==> src/rtl/ref_tone_pkg.sv <==
// Shared tuner package: note numbers, tuning words, envelope constants,
// tone FSM states and note decode helpers (also used by the tone checker).
package ref_tone_pkg;

  localparam logic [5:0] NOTE_A3 = 6'd22;
  localparam logic [5:0] NOTE_C4 = 6'd25;
  localparam logic [5:0] NOTE_E4 = 6'd29;
  localparam logic [5:0] NOTE_G4 = 6'd32;

  localparam logic [23:0] TW_A3 = 24'd76896;
  localparam logic [23:0] TW_C4 = 24'd91447;
  localparam logic [23:0] TW_E4 = 24'd115215;
  localparam logic [23:0] TW_G4 = 24'd137014;

  localparam logic [15:0] ENV_STEP     = 16'h0040;
  localparam logic [15:0] ENV_MAX      = 16'h4000;
  localparam logic [15:0] HOLD_SAMPLES = 16'd48000;

  typedef enum logic [1:0] {
    ST_IDLE,
    ST_ATTACK,
    ST_HOLD,
    ST_RELEASE
  } tone_state_e;

  function automatic logic note_ok(input logic [5:0] n);
    return (n == NOTE_A3) || (n == NOTE_C4) ||
           (n == NOTE_E4) || (n == NOTE_G4);
  endfunction

  // Unsupported notes map to 0 so the phase never moves.
  function automatic logic [23:0] tuning_word(input logic [5:0] n);
    logic [23:0] tw;
    tw = '0;
    unique case (1'b1)
      (n == NOTE_A3): tw = TW_A3;
      (n == NOTE_C4): tw = TW_C4;
      (n == NOTE_E4): tw = TW_E4;
      (n == NOTE_G4): tw = TW_G4;
      default:        tw = '0;
    endcase
    return tw;
  endfunction

endpackage

==> src/rtl/ref_tone_if.sv <==
// Control / sample interface of the reference tone generator.
// master: requester + codec side; slave: ref_tone_gen.
interface ref_tone_if;

  logic        start;
  logic        stop;
  logic [5:0]  note;
  logic        sample_req;
  logic [31:0] sample_out;
  logic        sample_wr;
  logic        busy;
  logic        note_err;
  logic        done;

  modport master (
    output start, stop, note, sample_req,
    input  sample_out, sample_wr, busy, note_err, done
  );

  modport slave (
    input  start, stop, note, sample_req,
    output sample_out, sample_wr, busy, note_err, done
  );

endinterface

==> src/rtl/tone_phase_acc.sv <==
// Phase accumulator: latches the note on load, advances by its tuning word.
// Ports: load_i (latch note, zero phase), clr_i, adv_i, note_i, phase_o.
module tone_phase_acc
  import ref_tone_pkg::*;
(
  input  logic        clk,
  input  logic        reset,
  input  logic        load_i,
  input  logic        clr_i,
  input  logic        adv_i,
  input  logic [5:0]  note_i,
  output logic [23:0] phase_o
);

  logic [5:0]  note_q;
  logic [23:0] phase_q;
  logic [23:0] phase_d;

  always_comb begin
    phase_d = phase_q;
    if (load_i || clr_i)
      phase_d = '0;
    else if (adv_i)
      phase_d = phase_q + tuning_word(note_q);
  end

  always_ff @(posedge clk) begin
    if (reset) begin
      note_q  <= '0;
      phase_q <= '0;
    end else begin
      if (load_i)
        note_q <= note_i;
      phase_q <= phase_d;
    end
  end

  assign phase_o = phase_q;

endmodule

==> src/rtl/ref_tone_gen.sv <==
// Reference tone generator: square wave with attack/hold/release envelope.
// Ports: clk, reset (sync, active-high), tone (ref_tone_if.slave).
module ref_tone_gen
  import ref_tone_pkg::*;
(
  input  logic       clk,
  input  logic       reset,
  ref_tone_if.slave  tone
);

  tone_state_e state_q;
  logic [15:0] env_q;
  logic [15:0] hold_q;
  logic [31:0] out_q;
  logic        wr_q;
  logic        busy_q;
  logic        err_q;
  logic        done_q;

  logic [23:0] phase;
  logic        samp;
  logic        start_ok;
  logic        rel_end;
  logic [15:0] env_up;
  logic [15:0] env_dn;
  logic [31:0] mag;
  logic [31:0] smp;

  assign samp     = tone.sample_req && (state_q != ST_IDLE);
  assign start_ok = (state_q == ST_IDLE) && tone.start &&
                    note_ok(tone.note);
  assign env_up   = env_q + ENV_STEP;
  assign env_dn   = (env_q > ENV_STEP) ? env_q - ENV_STEP : '0;
  assign rel_end  = samp && (state_q == ST_RELEASE) &&
                    (env_dn == '0);

  // Sample uses pre-update phase and envelope.
  assign mag = {8'b0, env_q, 8'b0};
  assign smp = phase[23] ? -mag : mag;

  tone_phase_acc u_acc (
    .clk     (clk),
    .reset   (reset),
    .load_i  (start_ok),
    .clr_i   (rel_end),
    .adv_i   (samp),
    .note_i  (tone.note),
    .phase_o (phase)
  );

  always_ff @(posedge clk) begin
    if (reset) begin
      state_q <= ST_IDLE;
      env_q   <= '0;
      hold_q  <= '0;
      out_q   <= '0;
      wr_q    <= 1'b0;
      busy_q  <= 1'b0;
      err_q   <= 1'b0;
      done_q  <= 1'b0;
    end else begin
      wr_q   <= samp;
      err_q  <= 1'b0;
      done_q <= 1'b0;
      if (samp)
        out_q <= smp;
      unique case (state_q)
        ST_IDLE: begin
          if (start_ok) begin
            state_q <= ST_ATTACK;
            env_q   <= '0;
            hold_q  <= '0;
            busy_q  <= 1'b1;
          end else if (tone.start) begin
            err_q <= 1'b1;
          end
        end
        ST_ATTACK: begin
          // Stop keeps the envelope where it is.
          if (tone.stop) begin
            state_q <= ST_RELEASE;
          end else if (samp) begin
            if (env_up >= ENV_MAX) begin
              env_q   <= ENV_MAX;
              state_q <= ST_HOLD;
            end else begin
              env_q <= env_up;
            end
          end
        end
        ST_HOLD: begin
          if (tone.stop) begin
            state_q <= ST_RELEASE;
          end else if (samp) begin
            hold_q <= hold_q + 16'd1;
            if (hold_q == HOLD_SAMPLES - 16'd1)
              state_q <= ST_RELEASE;
          end
        end
        ST_RELEASE: begin
          if (samp) begin
            env_q <= env_dn;
            if (rel_end) begin
              state_q <= ST_IDLE;
              busy_q  <= 1'b0;
              done_q  <= 1'b1;
            end
          end
        end
        default: state_q <= ST_IDLE;
      endcase
    end
  end

  assign tone.sample_out = out_q;
  assign tone.sample_wr  = wr_q;
  assign tone.busy       = busy_q;
  assign tone.note_err   = err_q;
  assign tone.done       = done_q;

endmodule

==> src/flat_wrapper.sv <==
// flat-port wrapper written by rule: the top's interface ports become plain ports
module ref_tone_gen_flat import ref_tone_pkg::*;
  (clk, reset, tone_start, tone_stop, tone_note, tone_sample_req, tone_sample_out, tone_sample_wr, tone_busy, tone_note_err, tone_done);
  ref_tone_if tone_i ();
  input  logic clk;
  input  logic reset;
  input wire logic [$bits(tone_i.start)-1:0] tone_start;
  input wire logic [$bits(tone_i.stop)-1:0] tone_stop;
  input wire logic [$bits(tone_i.note)-1:0] tone_note;
  input wire logic [$bits(tone_i.sample_req)-1:0] tone_sample_req;
  output wire logic [$bits(tone_i.sample_out)-1:0] tone_sample_out;
  output wire logic [$bits(tone_i.sample_wr)-1:0] tone_sample_wr;
  output wire logic [$bits(tone_i.busy)-1:0] tone_busy;
  output wire logic [$bits(tone_i.note_err)-1:0] tone_note_err;
  output wire logic [$bits(tone_i.done)-1:0] tone_done;
  assign tone_i.start = tone_start;
  assign tone_i.stop = tone_stop;
  assign tone_i.note = tone_note;
  assign tone_i.sample_req = tone_sample_req;
  assign tone_sample_out = tone_i.sample_out;
  assign tone_sample_wr = tone_i.sample_wr;
  assign tone_busy = tone_i.busy;
  assign tone_note_err = tone_i.note_err;
  assign tone_done = tone_i.done;
  ref_tone_gen u_core (.clk(clk), .reset(reset), .tone(tone_i));
endmodule
==> config.mk <==
export PLATFORM = sky130hd
export DESIGN_NAME = ref_tone_gen_flat
export DESIGN_NICKNAME = d
export VERILOG_FILES = /design/src/rtl/ref_tone_pkg.sv /design/src/rtl/ref_tone_if.sv /design/src/rtl/tone_phase_acc.sv /design/src/rtl/ref_tone_gen.sv /design/src/flat_wrapper.sv
export SDC_FILE = /design/constraint.sdc
export NUM_CORES = 1
export LEC_CHECK = 0
export CORE_MARGIN = 2
export CORE_UTILIZATION = 40
export CTS_BUF_LIST = sky130_fd_sc_hd__clkbuf_8
export DETAILED_ROUTE_END_ITERATION = 8
export DONT_BUFFER_PORTS = 1
export HOLD_SLACK_MARGIN = 0.03
export MAX_ROUTING_LAYER = met4
export PLACE_DENSITY = 0.55
export SYNTH_ARGS = -nofsm -noshare
export SYNTH_HDL_FRONTEND = slang
export SYNTH_HIERARCHICAL = 1
export SYNTH_SLANG_ARGS = --single-unit
==> constraint.sdc <==
create_clock -name clk -period 3 [get_ports clk]
set_input_delay 0.6 -clock clk [delete_from_list [all_inputs] [get_ports clk]]
set_output_delay 0.6 -clock clk [all_outputs]
set_load 0.05 [all_outputs]
* Word level (Yosys, flattened, before mapping)
Cells that the tools add are included.
** Storage, ports and cells
- Register bits after elaboration :: 100
- Input bits :: 11
- Output and inout bits :: 36
- Word-level logic and storage cells :: 95
** Operators by class
- Add/subtract/negate cells :: 5
- Order comparisons :: 2
- Eq/ne operators :: 23
- Mux-type cells :: 30
- Bitwise gates (word level) :: 3
- Reductions and logical operators :: 22
** Operators by type and width (count)
- 2-to-1 mux 16 bit :: 8
- one-hot mux 18 bit (4 select lines) :: 1
- 2-to-1 mux 24 bit :: 2
- one-hot mux 16 bit (3 select lines) :: 1
- == test 6 x 5 -> 1 bit, second input constant :: 6
- 2-to-1 mux 32 bit :: 1
- negation 24 -> 32 bit :: 1
- one-hot mux 16 bit (2 select lines) :: 1
- adder 24 bit :: 1
- 2-to-1 mux 2 bit :: 9
- adder 16 x 1 -> 16 bit, second input constant :: 1
- adder 16 x 7 -> 16 bit, second input constant :: 1
- == test 16 bit, second input constant :: 1
- >= comparator 16 x 15 -> 1 bit, second input constant :: 1
- greater-than comparator 16 x 7 -> 1 bit, second input constant :: 1
- zero test 16 bit :: 1
- subtractor 16 x 7 -> 16 bit, second input constant :: 1
- == test 6 bit, second input constant :: 2
- inequality test 3 x 2 -> 1 bit, second input constant :: 4
- inequality test 2 bit, second input constant :: 4
- one-hot mux 2 bit (4 select lines) :: 1
- AND reduction 4 bit :: 2
- AND reduction 7 bit :: 1
- inequality test 2 x 1 -> 1 bit, second input constant :: 3
- 13 further kinds :: 30

* Logic depth before layout (Yosys ltp)
- Word-level depth :: 8
- Gate-level depth with buffers :: 14

* Cells and area by module
The synthesis kept the hierarchy.
** By module, submodules not included
- ref_tone_gen :: instances 1, cells each 441, area each 3569.7 µm², sequential area each 1241.2 µm²
- tone_phase_acc :: instances 1, cells each 303, area each 2417.3 µm², sequential area each 600.6 µm²

* Worst setup path before layout
Ideal clock, no wire load.
- Path kind :: register to register
- Start :: register u_core.env_q[7]
- End :: register u_core.u_acc.phase_q[22] (netlist: u_core/u_acc/phase_o[22])
- Arrival :: 2953 ps
- Required time :: 2875 ps
- Slack :: -79 ps
- Stages on the path, launching flop included :: 14
- Cells stage by stage :: dfxtp_1 -> clkbuf_1 -> inv_1 -> ha_1 -> nor3b_1 -> a22oi_1 -> a2111oi_2 -> nor2_1 -> nor3_1 -> nor3_1 -> clkbuf_1 -> clkbuf_1 -> a311oi_1 -> nand3_1
** On the way
- Word-level cells in the longest chain between the ends :: 6
** RTL lines
- from (decl) :: line ref_tone_gen.sv:12 : logic [15:0] env_q;
- from (signal assigned) :: line ref_tone_gen.sv:87 : env_q <= env_up;
- from (signal assigned) :: line ref_tone_gen.sv:102 : env_q <= env_dn;
- subtractor 16 x 7 -> 16 bit / greater-than comparator 16 x 7 -> 1 bit (equally long branches) :: line ref_tone_gen.sv:33 : assign env_dn = (env_q > ENV_STEP) ? env_q - ENV_STEP : '0;
- 2-to-1 mux 16 bit * :: line ref_tone_gen.sv:33
- zero test 16 bit * :: line ref_tone_gen.sv:35 : (env_dn == '0);
- logical AND 1 bit * :: line ref_tone_gen.sv:34 : assign rel_end = samp && (state_q == ST_RELEASE) &&
- via u_core.rel_end :: line ref_tone_gen.sv:23 : logic rel_end;
- logical OR 1 bit * :: line tone_phase_acc.sv:21 : if (load_i || clr_i)
- OR reduction 2 bit (no source line) *
- to (signal assigned) :: line tone_phase_acc.sv:34 : phase_q <= phase_d;
- to (decl) :: line tone_phase_acc.sv:16 : logic [23:0] phase_q;
Mark *: on every way through the listed nets, which the timed path passes. The rest lies on a longest branch.
A chain may end at the register's enable or synchronous reset.

* Final worst setup path
- Start :: register u_core.u_acc.note_q[4]
- End :: register u_core.u_acc.phase_q[18] (netlist: u_core/u_acc/phase_o[18])
** On the way
- Word-level cells in the longest chain between the ends :: 5
** RTL lines
- from (decl) :: line tone_phase_acc.sv:15 : logic [5:0] note_q;
- from (signal assigned) :: line tone_phase_acc.sv:33 : note_q <= note_i;
- == test 6 bit (tied with other cells) :: line ref_tone_pkg.sv:39 : (n == NOTE_G4): tw = TW_G4;
- one-hot mux 18 bit (4 select lines) * :: line ref_tone_pkg.sv:35 : unique case (1'b1)
- 2-to-1 mux 24 bit * :: line tone_phase_acc.sv:23 : else if (adv_i)
- 2-to-1 mux 24 bit * :: line tone_phase_acc.sv:21
- adder 24 bit * :: line tone_phase_acc.sv:24 : phase_d = phase_q + tuning_word(note_q);
Mark *: on every way between the ends. The rest lies on a longest branch, timed or not. The select of a mux whose other input is x is not followed.

==> impl_metrics.env <==
export IMPL_root_buffer="clkbuf_8"
export IMPL_synth_edf_count=0
export IMPL_synthFlopType="dfxtp_1"
export IMPL_start_util_pct=41.0
export IMPL_clk_pin_slew_worst_paths_ps=100
export IMPL_wl_per_cell_um=16.1
export IMPL_ant_nets=0
export IMPL_synth_top_cell_by_area="dfxtp_1"
export IMPL_worst_slew_pin_slew_ps=672
export IMPL_dpl_hpwl_um=11500
export IMPL_ir_drop_uv=324
export IMPL_hold_path_cell_count=1
export IMPL_crit_arrival_ps=3240
export IMPL_finClkSkew_ps=16.4
export IMPL_syn_cell_area_mm2=0.00599
export IMPL_design_area_mm2=0.00675
export IMPL_die_x_um=126
export IMPL_cts_path_max_buffers=2
export IMPL_rsz0062_at_grt="true"
export IMPL_swShare_pct=40.1
export IMPL_dp_cells=938
export IMPL_finalNonFillerCells=958
export IMPL_cap_violations=0
export IMPL_synth_yosys_seq_area_share_pct=30.8
export IMPL_grt_max_degree=51
export IMPL_synthTopCellsByCount="92 x dfxtp_1, 82 x nor2_1, 63 x nand2_1"
export IMPL_power_switching_mw=1.38
export IMPL_hold_violations=0
export IMPL_p_int_mw=2.06
export IMPL_reg2regPathDepth=12
export IMPL_max_freq_mhz=344
export IMPL_gp_congestion=0.919
export IMPL_postRouteWirelength_um=15400
export IMPL_setup_viol=0
export IMPL_period_share_pct=96.9
export IMPL_synthTopCellsByArea="dfxtp_1 31%, ha_1 5.4%, nor2_1 5.1%"
export IMPL_outcome="finished clean"
export IMPL_drc=0
export IMPL_post_dp_cell_area_mm2=0.00642
export IMPL_rows=44
export IMPL_drive_gt1_share_pct=16.0
export IMPL_antenna_found_initial=0
export IMPL_core_mm2=0.0146
export IMPL_cts_hold_buffers=0
export IMPL_die_area_mm2=0.0160
export IMPL_period_minus_slack_ps=2910
export IMPL_clock_latency_ps=390
export IMPL_cts_sinks=92
export IMPL_cts_tree="yes"
export IMPL_async_flop_share_pct=0
export IMPL_firstDrtPassIters=5
export IMPL_yosysWarnings=6
export IMPL_drt_iter0_drc=256
export IMPL_start_kind="flip-flop"
export IMPL_diodes=0
export IMPL_synth_seq_cells=92
export IMPL_grt_pass1_wl_um=26100
export IMPL_layout_nets=806
export IMPL_critPathKind="flip-flop to flip-flop"
export IMPL_viasPerCell=5.72
export IMPL_p_comb_share_pct=29.0
export IMPL_seqPwrFrac_pct=45.3
export IMPL_syn_to_final_growth_pct=12.7
export IMPL_yosys_area_top_type_share_pct=30.8
export IMPL_maxSlewHeadroom_pct=55.2
export IMPL_clkPwrFrac_pct=25.7
export IMPL_worstPathRequired_ps=3330
export IMPL_leakagePower_nw=2.55
export IMPL_slew_violations=0
export IMPL_cp_max_fo=6
export IMPL_grt_pass1_vias=5256
export IMPL_hold_path_class="input pin to flip-flop"
export IMPL_yosysMostFrequentCell="dfxtp_1"
export IMPL_synth_cells=744
export IMPL_track_usage_pct=20.4
export IMPL_cts_buffers=9
export IMPL_grt_overflow=0
export IMPL_p_per_area_mw_per_mm2=511
export IMPL_avgSynthCellArea_um2=8.05
export IMPL_top_level_ports=47
export IMPL_end_kind="flip-flop"
export IMPL_htreeDepth=3
export IMPL_portBuffers=0
export IMPL_synth_cell_type_count=81
export IMPL_vias=5481
export IMPL_dieHeight_um=126
power groups by stage:
| stage | sequential (mW) | clock, mW | combinational, mW |
|---|---|---|---|
| floorplan | 1.58 | 0 | 0.699 |
| global placement | 1.59 | 0 | 0.950 |
| detailed placement | 1.59 | 0 | 0.968 |
| CTS | 1.56 | 0.924 | 0.977 |
| global route | 1.57 | 0.969 | 1.10 |
| finish | 1.56 | 0.884 | 0.999 |
final timing paths:
check,from,to,slack (ps)
worst min-delay path,reset,u_core/u_acc/note_q[4]$_SDFFE_PP0P_,280
worst min register to register,u_core/u_acc/phase_o[9]$_SDFFE_PP0P_,u_core/u_acc/phase_o[9]$_SDFFE_PP0P_,460
worst max-delay path,u_core/u_acc/note_q[4]$_SDFFE_PP0P_,u_core/u_acc/phase_o[18]$_SDFFE_PP0P_,90
worst max register to register,u_core/u_acc/note_q[4]$_SDFFE_PP0P_,u_core/u_acc/phase_o[18]$_SDFFE_PP0P_,90
what timing repair did:
action                                 4_1_cts  5_1_grt
setup endpoints to repair                    6       22
buffers inserted                             0        4
endpoints found under the hold margin        0        0
pin swaps                                    0        5
gates resized for setup                      4       17
worst max-delay path, cell delays in order, from the launching register on:
cell      delay (ps)
dfxtp_2          350
or4b_4           580
o22ai_4          190
xnor2_1           90
ha_1             230
buf_4            150
nand2_1           70
o311ai_2         130
a22oi_2          390
nor3_2            90
buf_4            160
or3_1            340
nand3_1           80
state kept, by name, summed over array words and instances, names as in the netlist:
| register | cells |
|---|---|
| u_core/hold_q | 16 |
| u_core/tone.sample_wr | 1 |
| u_core/tone.note_err | 1 |
| u_core/u_acc/note_q | 6 |
| u_core/env_q | 16 |
| u_core/tone.done | 1 |
| u_core/u_acc/phase_o | 24 |
| u_core/tone.sample_out | 24 |
| u_core/tone.busy | 1 |
| u_core/state_q | 2 |
through the flow:
step / power, mW / hold slack (ps) / setup WS, ps / setup TNS [ps] / utilization (%)
final: 3.44 / 275 / 93.1 / 0 / 46.2
after global placement: 2.54 / 446 / 22.0 / 0 / 44.0
after global routing: 3.64 / 260 / -30.6 / -78.1 / 46.2
after floorplan: 2.28 / 430 / 34.2 / 0 / -
after detailed placement: 2.56 / 450 / -38.8 / -38.8 / 44.0
after CTS: 3.46 / 259 / 1.38 / 0 / 45.5
area by class of cell:
type / instances / area [um^2]
fillers: 1408 / 7840
clock buffers: 9 / 124
well taps: 184 / 230
inverters: 31 / 116
multi-input cells: 577 / 3920
repair buffers: 58 / 435
flip-flops and latches: 92 / 1850
clock inverters: 7 / 77.6
cell families (layout without fill, tap and decap cells):
| group | Yosys count | count (layout) | share of synthesized area (%) |
|---|---|---|---|
| buf+inv | 82 | 105 | 6.00 |
| flops | 92 | 92 | 30.8 |
| mux | 16 | 16 | 2.72 |
| simple gates | 285 | 285 | 24.9 |
| xor+xnor | 41 | 41 | 6.00 |
| fa+ha+maj | 26 | 26 | 5.43 |
| other cells | 1 | 8 | 0.0626 |
| compound gates | 201 | 201 | 24.1 |
routing by layer:
metal,track usage [%],part of all wire [%],vias up
li1,-,-,2751
met1,28.2,50,2587
met2,30.0,45,120
met3,3.37,3.7,23
met4,7.30,1.6,0
met5,-,0,-
layout by cell type (no fill, tap or decap), types with 11 or more instances in the layout:
master | netlist | routed
a211oi_1 | 26 | 24
a21oi_1 | 38 | 37
and2_1 | 13 | 13
buf_4 | 9 | 58
dfxtp_1 | 92 | 89
ha_1 | 26 | 25
inv_1 | 29 | 30
mux2i_1 | 14 | 14
nand2_1 | 63 | 63
nand2b_1 | 11 | 11
nand3_1 | 26 | 26
nor2_1 | 82 | 80
nor3_1 | 14 | 11
o211ai_1 | 13 | 13
o21ai_0 | 28 | 28
xnor2_1 | 15 | 15
xor2_1 | 26 | 26
Power figures use the tool's default switching activity.
